===== config.mk =====
export PLATFORM = sky130hd
export DESIGN_NAME = lsu_aligner
export DESIGN_NICKNAME = d
export VERILOG_FILES = /design/src/rtl/lsu_aligner.sv
export SDC_FILE = /design/constraint.sdc
export NUM_CORES = 1
export LEC_CHECK = 0
export BUFFER_PORTS_ARGS = -buffer_cell sky130_fd_sc_hd__buf_2
export CAP_MARGIN = 10
export CORE_MARGIN = 2
export CORE_UTILIZATION = 48
export DETAILED_ROUTE_END_ITERATION = 16
export GPL_TIMING_DRIVEN = 0
export MAX_ROUTING_LAYER = met4
export PLACE_DENSITY = 0.81
export RECOVER_POWER = 25
export SLEW_MARGIN = 25
export SYNTH_ARGS = -nofsm -noshare
export SYNTH_HDL_FRONTEND = slang
export SYNTH_SLANG_ARGS = --single-unit

===== constraint.sdc =====
create_clock -name i_clk -period 2.43 [get_ports i_clk]
set_clock_uncertainty 0.05 [all_clocks]
set_input_delay 0.486 -clock i_clk [delete_from_list [all_inputs] [get_ports i_clk]]
set_output_delay 0.486 -clock i_clk [all_outputs]
set_load 0.02 [all_outputs]

===== src/rtl/lsu_aligner.sv =====
`default_nettype none
// ============================================================================
// Module   : lsu_aligner
// Purpose  : Load/store lane alignment, byte enables and req/ack bus control
//            with misalignment exceptions and access-fault timeout.
// Revision : 1.0
// ============================================================================
module lsu_aligner #(
    parameter int XLEN    = 32,
    parameter int TIMEOUT = 255,
    parameter int TO_W    = 8
) (
    input  logic              i_clk,
    input  logic              i_rst,
    input  logic [XLEN-1:0]   i_wr_data,
    input  logic [XLEN-1:0]   i_addr,
    input  logic [2:0]        i_f3,
    input  logic              i_wr_en,
    input  logic              i_rd_en,
    output logic [XLEN-1:0]   o_rd,
    output logic              o_stall,
    output logic              o_ex_ld,
    output logic              o_ex_st,
    output logic              o_fault_ld,
    output logic              o_fault_st,
    output logic              o_mem_req,
    output logic              o_mem_we,
    output logic [XLEN-1:0]   o_mem_addr,
    output logic [XLEN-1:0]   o_mem_wdata,
    output logic [XLEN/8-1:0] o_mem_be,
    input  logic              i_mem_ack,
    input  logic [XLEN-1:0]   i_mem_rdata,
    input  logic              i_mem_err
);

    localparam int NB    = XLEN / 8;
    localparam int OFF_W = $clog2(NB);

    localparam logic [0:0] S_IDLE = 1'b0;
    localparam logic [0:0] S_BUSY = 1'b1;

    localparam logic [TO_W-1:0] TO_LAST = TO_W'(TIMEOUT - 1);

    logic [0:0]      state;
    logic [0:0]      state_nxt;
    logic [TO_W-1:0] cnt;
    logic [XLEN-1:0] lat_addr;
    logic [XLEN-1:0] lat_wdata;
    logic [2:0]      lat_f3;
    logic            lat_we;

    logic            misaligned;
    logic            bad_size;
    logic            st_bad;
    logic            ld_bad;
    logic            start;
    logic            timeout_hit;
    logic            fault;
    logic            done;

    logic [1:0]       lat_size;
    logic [OFF_W-1:0] off;
    logic [NB-1:0]    be_mask;
    logic [NB-1:0]    be_shift;
    logic [XLEN-1:0]  wdata_rep;
    logic [XLEN-1:0]  rd_shift;
    logic [XLEN-1:0]  rd_ext;
    logic [XLEN-1:0]  bus_addr;

    // Request checks look at the live datapath inputs; only meaningful in IDLE.
    always_comb begin
        misaligned = 1'b0;
        case (i_f3[1:0])
            2'd1:    misaligned = i_addr[0];
            2'd2:    misaligned = |i_addr[1:0];
            2'd3:    misaligned = |i_addr[2:0];
            default: misaligned = 1'b0;
        endcase
    end

    assign bad_size    = (XLEN == 32) && (i_f3[1:0] == 2'd3);
    assign st_bad      = misaligned | bad_size;
    assign ld_bad      = st_bad | (i_f3 == 3'b111);
    assign start       = (state == S_IDLE) &&
                         (i_wr_en ? !st_bad : (i_rd_en && !ld_bad));
    assign timeout_hit = (TIMEOUT != 0) && (state == S_BUSY) &&
                         !i_mem_ack && (cnt == TO_LAST);
    assign fault       = (i_mem_ack & i_mem_err) | timeout_hit;
    assign done        = (state == S_BUSY) && (i_mem_ack || timeout_hit);

    always_ff @(posedge i_clk) begin
        if (!i_rst) begin
            state <= S_IDLE;
        end else begin
            state <= state_nxt;
        end
    end

    always_comb begin
        state_nxt = state;
        case (state)
            S_IDLE:  if (start) state_nxt = S_BUSY;
            S_BUSY:  if (done)  state_nxt = S_IDLE;
            default: state_nxt = S_IDLE;
        endcase
    end

    always_ff @(posedge i_clk) begin
        if (!i_rst) begin
            cnt       <= '0;
            lat_addr  <= '0;
            lat_wdata <= '0;
            lat_f3    <= '0;
            lat_we    <= 1'b0;
        end else begin
            if (start) begin
                lat_addr  <= i_addr;
                lat_wdata <= i_wr_data;
                lat_f3    <= i_f3;
                lat_we    <= i_wr_en;
            end
            if ((state == S_BUSY) && !done) begin
                cnt <= cnt + TO_W'(1);
            end else begin
                cnt <= '0;
            end
        end
    end

    // Lane steering is derived purely from the latched request.
    assign lat_size = lat_f3[1:0];
    assign off      = lat_addr[OFF_W-1:0];
    assign bus_addr = {lat_addr[XLEN-1:OFF_W], {OFF_W{1'b0}}};
    assign rd_shift = i_mem_rdata >> {off, 3'b000};
    assign be_shift = be_mask << off;

    always_comb begin
        be_mask   = '1;
        wdata_rep = lat_wdata;
        case (lat_size)
            2'd0: begin
                be_mask   = NB'(1);
                wdata_rep = {NB{lat_wdata[7:0]}};
            end
            2'd1: begin
                be_mask   = NB'(3);
                wdata_rep = {(NB/2){lat_wdata[15:0]}};
            end
            2'd2: begin
                be_mask   = NB'(15);
                wdata_rep = {(NB/4){lat_wdata[31:0]}};
            end
            default: begin
                be_mask   = '1;
                wdata_rep = lat_wdata;
            end
        endcase
    end

    always_comb begin
        rd_ext = rd_shift;
        case (lat_size)
            2'd0: begin
                if (lat_f3[2]) rd_ext = XLEN'(rd_shift[7:0]);
                else           rd_ext = XLEN'($signed(rd_shift[7:0]));
            end
            2'd1: begin
                if (lat_f3[2]) rd_ext = XLEN'(rd_shift[15:0]);
                else           rd_ext = XLEN'($signed(rd_shift[15:0]));
            end
            2'd2: begin
                if (lat_f3[2]) rd_ext = XLEN'(rd_shift[31:0]);
                else           rd_ext = XLEN'($signed(rd_shift[31:0]));
            end
            default: rd_ext = rd_shift;
        endcase
    end

    always_comb begin
        o_stall     = 1'b0;
        o_ex_ld     = 1'b0;
        o_ex_st     = 1'b0;
        o_fault_ld  = 1'b0;
        o_fault_st  = 1'b0;
        o_mem_req   = 1'b0;
        o_mem_we    = 1'b0;
        o_mem_addr  = '0;
        o_mem_wdata = '0;
        o_mem_be    = '0;
        o_rd        = '0;
        case (state)
            S_IDLE: begin
                o_stall = start;
                o_ex_st = i_wr_en & st_bad;
                o_ex_ld = ~i_wr_en & i_rd_en & ld_bad;
            end
            S_BUSY: begin
                o_stall     = ~done;
                o_mem_req   = 1'b1;
                o_mem_we    = lat_we;
                o_mem_addr  = bus_addr;
                o_mem_wdata = wdata_rep;
                o_mem_be    = be_shift;
                o_fault_ld  = ~lat_we & fault;
                o_fault_st  = lat_we & fault;
                if (i_mem_ack && !i_mem_err && !lat_we) o_rd = rd_ext;
            end
            default: ;
        endcase
    end

endmodule
`default_nettype wire


After elaboration in Yosys (flattened, before gate mapping). Cells that the tools add are included. Widths: inputs -> output; s select.

Register bits: 77. Bits of input ports: 105.

Add/subtract/negate cells: 1. Equality and inequality tests: 6. Reductions and logical operators: 19. Bitwise gates (word level): 13. Shift-type cells: 2. Multiplexer cells: 22.

Operators by type and width (count): $mux 32 (6); $pmux 32 s2 (2); $shr 32x5->32 (1); $mux 1 (9); $add 8x1->8 const B (1); $eq 8x8->1 const B (1); $logic_and 1x1->1 (8); $pmux 4 s2 (1); $and 1x1->1 (6); $logic_not 1->1 (6); $eq 2x1->1 const B (2); $eq 2x2->1 const B (2); $mux 4 (1); $not 1->1 (4); $pmux 1 s2 (2); $shl 4x2->4 (1); $eq 3x3->1 const B (1); $or 1x1->1 (3); $pmux 1 s3 (1); $reduce_or 3->1 (1); $logic_not 2->1 (1); $reduce_and 2->1 (1); $reduce_or 2->1 (1); $logic_or 1x1->1 (1).

Longest topological paths before layout.
Depth in word-level cells: 10. Gate-level depth with buffers: 7. Mapped depth without buffers: 5.

Worst setup path before layout. Ideal clock, no wire load.

Kind: flip-flop to output port. Start point: reg state. End point: out o_rd[16]. Stages on the path, launching flop included: 6. Buffers on the path: 2. Arrival: 1.731 ns. Path slack: 0.163 ns. Cells stage by stage: dfxtp_1 > buf_2 > nand4bb_1 > buf_2 > or3_4 > o21ai_0.

Cells in the longest elaborated chain, start to end: 1.

Ends and longest elaborated chain: start: declaration (line 44) `logic [0:0] state;`; start signal: assignment (line 95) `state <= state_nxt;`; $mux 32 (line 191) `case (state)`; end: declaration (line 20) `output logic [XLEN-1:0] o_rd,`.

Every way passes these cells.

Final worst setup path.
Start point: reg state. End point: out o_rd[25].

Same word-level chain as after synthesis.

==> out/qor.txt <==
fraction of registers with async set or reset after synthesis: 0
Max Fclk: 409 MHz
io pins: 212
Starting Density: 0.495
die width: 105 um
Hold Crit Start: i_wr_data[18]
register clock-pin slew on the reported worst setup and hold paths: 0.08 ns
syn_area_per_cell: 8.02 um^2
Primary FF master, synth: dfxtp_1
gr usage total: 0.283
site row count: 36
Reg2Reg Depth: 7
share of layout cells above drive strength 1: 0.384
clock sink count: 77
YS warnings: 0
number of remaining DRC errors: 0
final setup violation count: 2
worst-path maximum fanout: 8
Clock Latency Late Sink: 0.35 ns
Fill cells: 856
most common cell after layout, fill and taps aside: buf_2
wire length per cell: 15.9 um
CTS tree: built
Layout area overhead: 37.6%
Final Hold Viols: 0
Hold Buf Count CTS: 0
Root Buffer: clkbuf_8
worst endpoint data arrival time: 1.91 ns
Post-Route WL: 15600 um
largest net degree at the start of global routing: 15
Worst Tran Pin Value: 0.732 ns
RSZ-0062 raised after global routing: yes
Yosys cell types: 48
worst r2r src: state
Tmin final: 2.45 ns
CP required: 1.89 ns
critical path class: flip-flop to output port
failing checks: setup timing
worst setup path start: state
CTS Buffer Depth: 2
crit end category: output port
leakage: 3.06 nW
area of the die: 10900 um^2
setup ws final: -0.0153 ns
CP startpoint kind: flip-flop
fin util: 0.681
Max VDD drop: 0.335 mV
Routed Antenna Nets: 0
vias: 5223
total grt overflow: 0
worst hold path cell count: 3
Post-synth EDFFs: 0
Initial DRT Pass Iterations: 5
sequential area share after synthesis: 0.317
number of synthesized register bits: 77
Detailed Route Iter0 Violations: 314
vias in the first global route: 5150
Tcrit/Tclk final: 1.01
input/output buffers: 209
run status: complete, but fails checks
H-tree depth: 3
Detailed Place HPWL: 11400 um
CORE AREA: 9820 um^2
GP Congestion: 0.926
cell count after synthesis: 606
most frequent cells in the layout: buf_2, nand2_1, mux2i_1
Max-Slew Margin vs Limit: 0.512
Pwr Density: 510 nW/um^2
CTS buffer count: 9
worst min path class: input pin to flip-flop
die height: 105 um
first-pass GRT wire length: 24500 um
worst hold slack: 0.317 ns
antenna violations before repair: 1
Final Max Tran Viols: 0
netlist area before placement: 4860 um^2
nets: 944
vias per cell: 5.35
maxcap violations: 0
-- synthesized netlist by cell type (11+ instances only) --
master	number	area, um^2
nor2_1	26	97.6
buf_2	12	60.1
mux2_2	22	248
mux2i_1	83	831
nor3_1	11	55.1
clkbuf_1	26	97.6
nand2_1	167	627
a21oi_1	18	90.1
and2_1	40	250
nand3_1	19	95.1
a211oi_1	13	97.6
dfxtp_1	77	1540
-- power by group --
part | internal (mW) | switching, mW | total (mW) | leakage, nW
Combinational | 0.399 | 0.492 | 0.891 | 2.32
Sequential | 1.35 | 0.0651 | 1.41 | 0.632
Clock | 0.613 | 0.497 | 1.11 | 0.113
Total | 2.36 | 1.05 | 3.41 | 3.06
-- kinds of logic (layout without fill, tap and decap cells) --
kind of cell | Yosys count | count (layout) | synth area share
other | 1 | 3 | 0.000772
AND/OR/NAND/NOR | 284 | 284 | 0.266
XOR/XNOR | 4 | 4 | 0.00721
multiplexers | 107 | 107 | 0.228
AO/OA/AOI/OAI | 70 | 70 | 0.107
adder cells (fa/ha/maj) | 2 | 2 | 0.00515
flip-flops | 77 | 77 | 0.317
buffers and inverters | 61 | 296 | 0.0687
-- cell type report --
class                           count  area (um^2)  area share
Multi-Input combinational cell    469         3110       0.465
Inverter                            6         23.8     0.00356
Timing Repair Buffer              223         1290       0.192
Sequential cell                    77         1550       0.232
Clock buffer                       10          138      0.0206
Antenna cell                        1         2.50    0.000374
Buffer                             51          315      0.0472
Clock inverter                      6         93.8      0.0140
Tap cell                          133          166      0.0249
-- layer usage --
layer,vias to the layer above,track usage,part of all wire
li1,2514,-,-
met1,2415,0.324,0.42
met2,246,0.479,0.48
met3,48,0.0568,0.065
met4,0,0.130,0.032
met5,-,-,0
-- registers in the layout, indices dropped and copies added, names as in the netlist --
name,flops
cnt,8
lat_we,1
lat_wdata,32
lat_addr,32
lat_f3,3
state,1
-- critical path, stage by stage (launching register included) --
cell and delay, ns:
dfxtp_1 0.35, buf_6 0.12, nand4bb_4 0.11, or3_4 0.48
buf_8 0.18, o21ai_4 0.17, buf_6 0.14
-- final timing paths --
path	slack (ns)	to
setup / recovery	-0.02	o_rd[25]
hold reg to reg	0.41	lat_addr[19]
hold / removal	0.32	lat_wdata[18]
setup reg to reg	0.35	lat_wdata[13]
-- metrics by stage --
| stage | cells | setup TNS [ns] | cell area [um^2] | power, mW | worst slack (ns) |
|---|---|---|---|---|---|
| finish | 976 | -0.0156 | 6690 | 3.41 | -0.0153 |
| global route | 976 | -0.646 | 6690 | 3.55 | -0.0716 |
| CTS | 975 | -0.173 | 6590 | 3.39 | -0.0449 |
| detailed placement | 949 | 0 | 6080 | 2.22 | 0.0229 |
| global placement | 949 | -0.00322 | 6080 | 2.21 | -0.00322 |
| floorplan | 607 | 0 | 4860 | 1.96 | 0.163 |
-- what timing repair did --
item	in CTS	in global routing
resized for setup	58	34
setup buffers	10	3
setup endpoints to repair	52	56
pin swaps	7	6
gates cloned	2	0
endpoints found under the hold margin	0	0
Note: power is estimated with default switching activity, not from simulation.
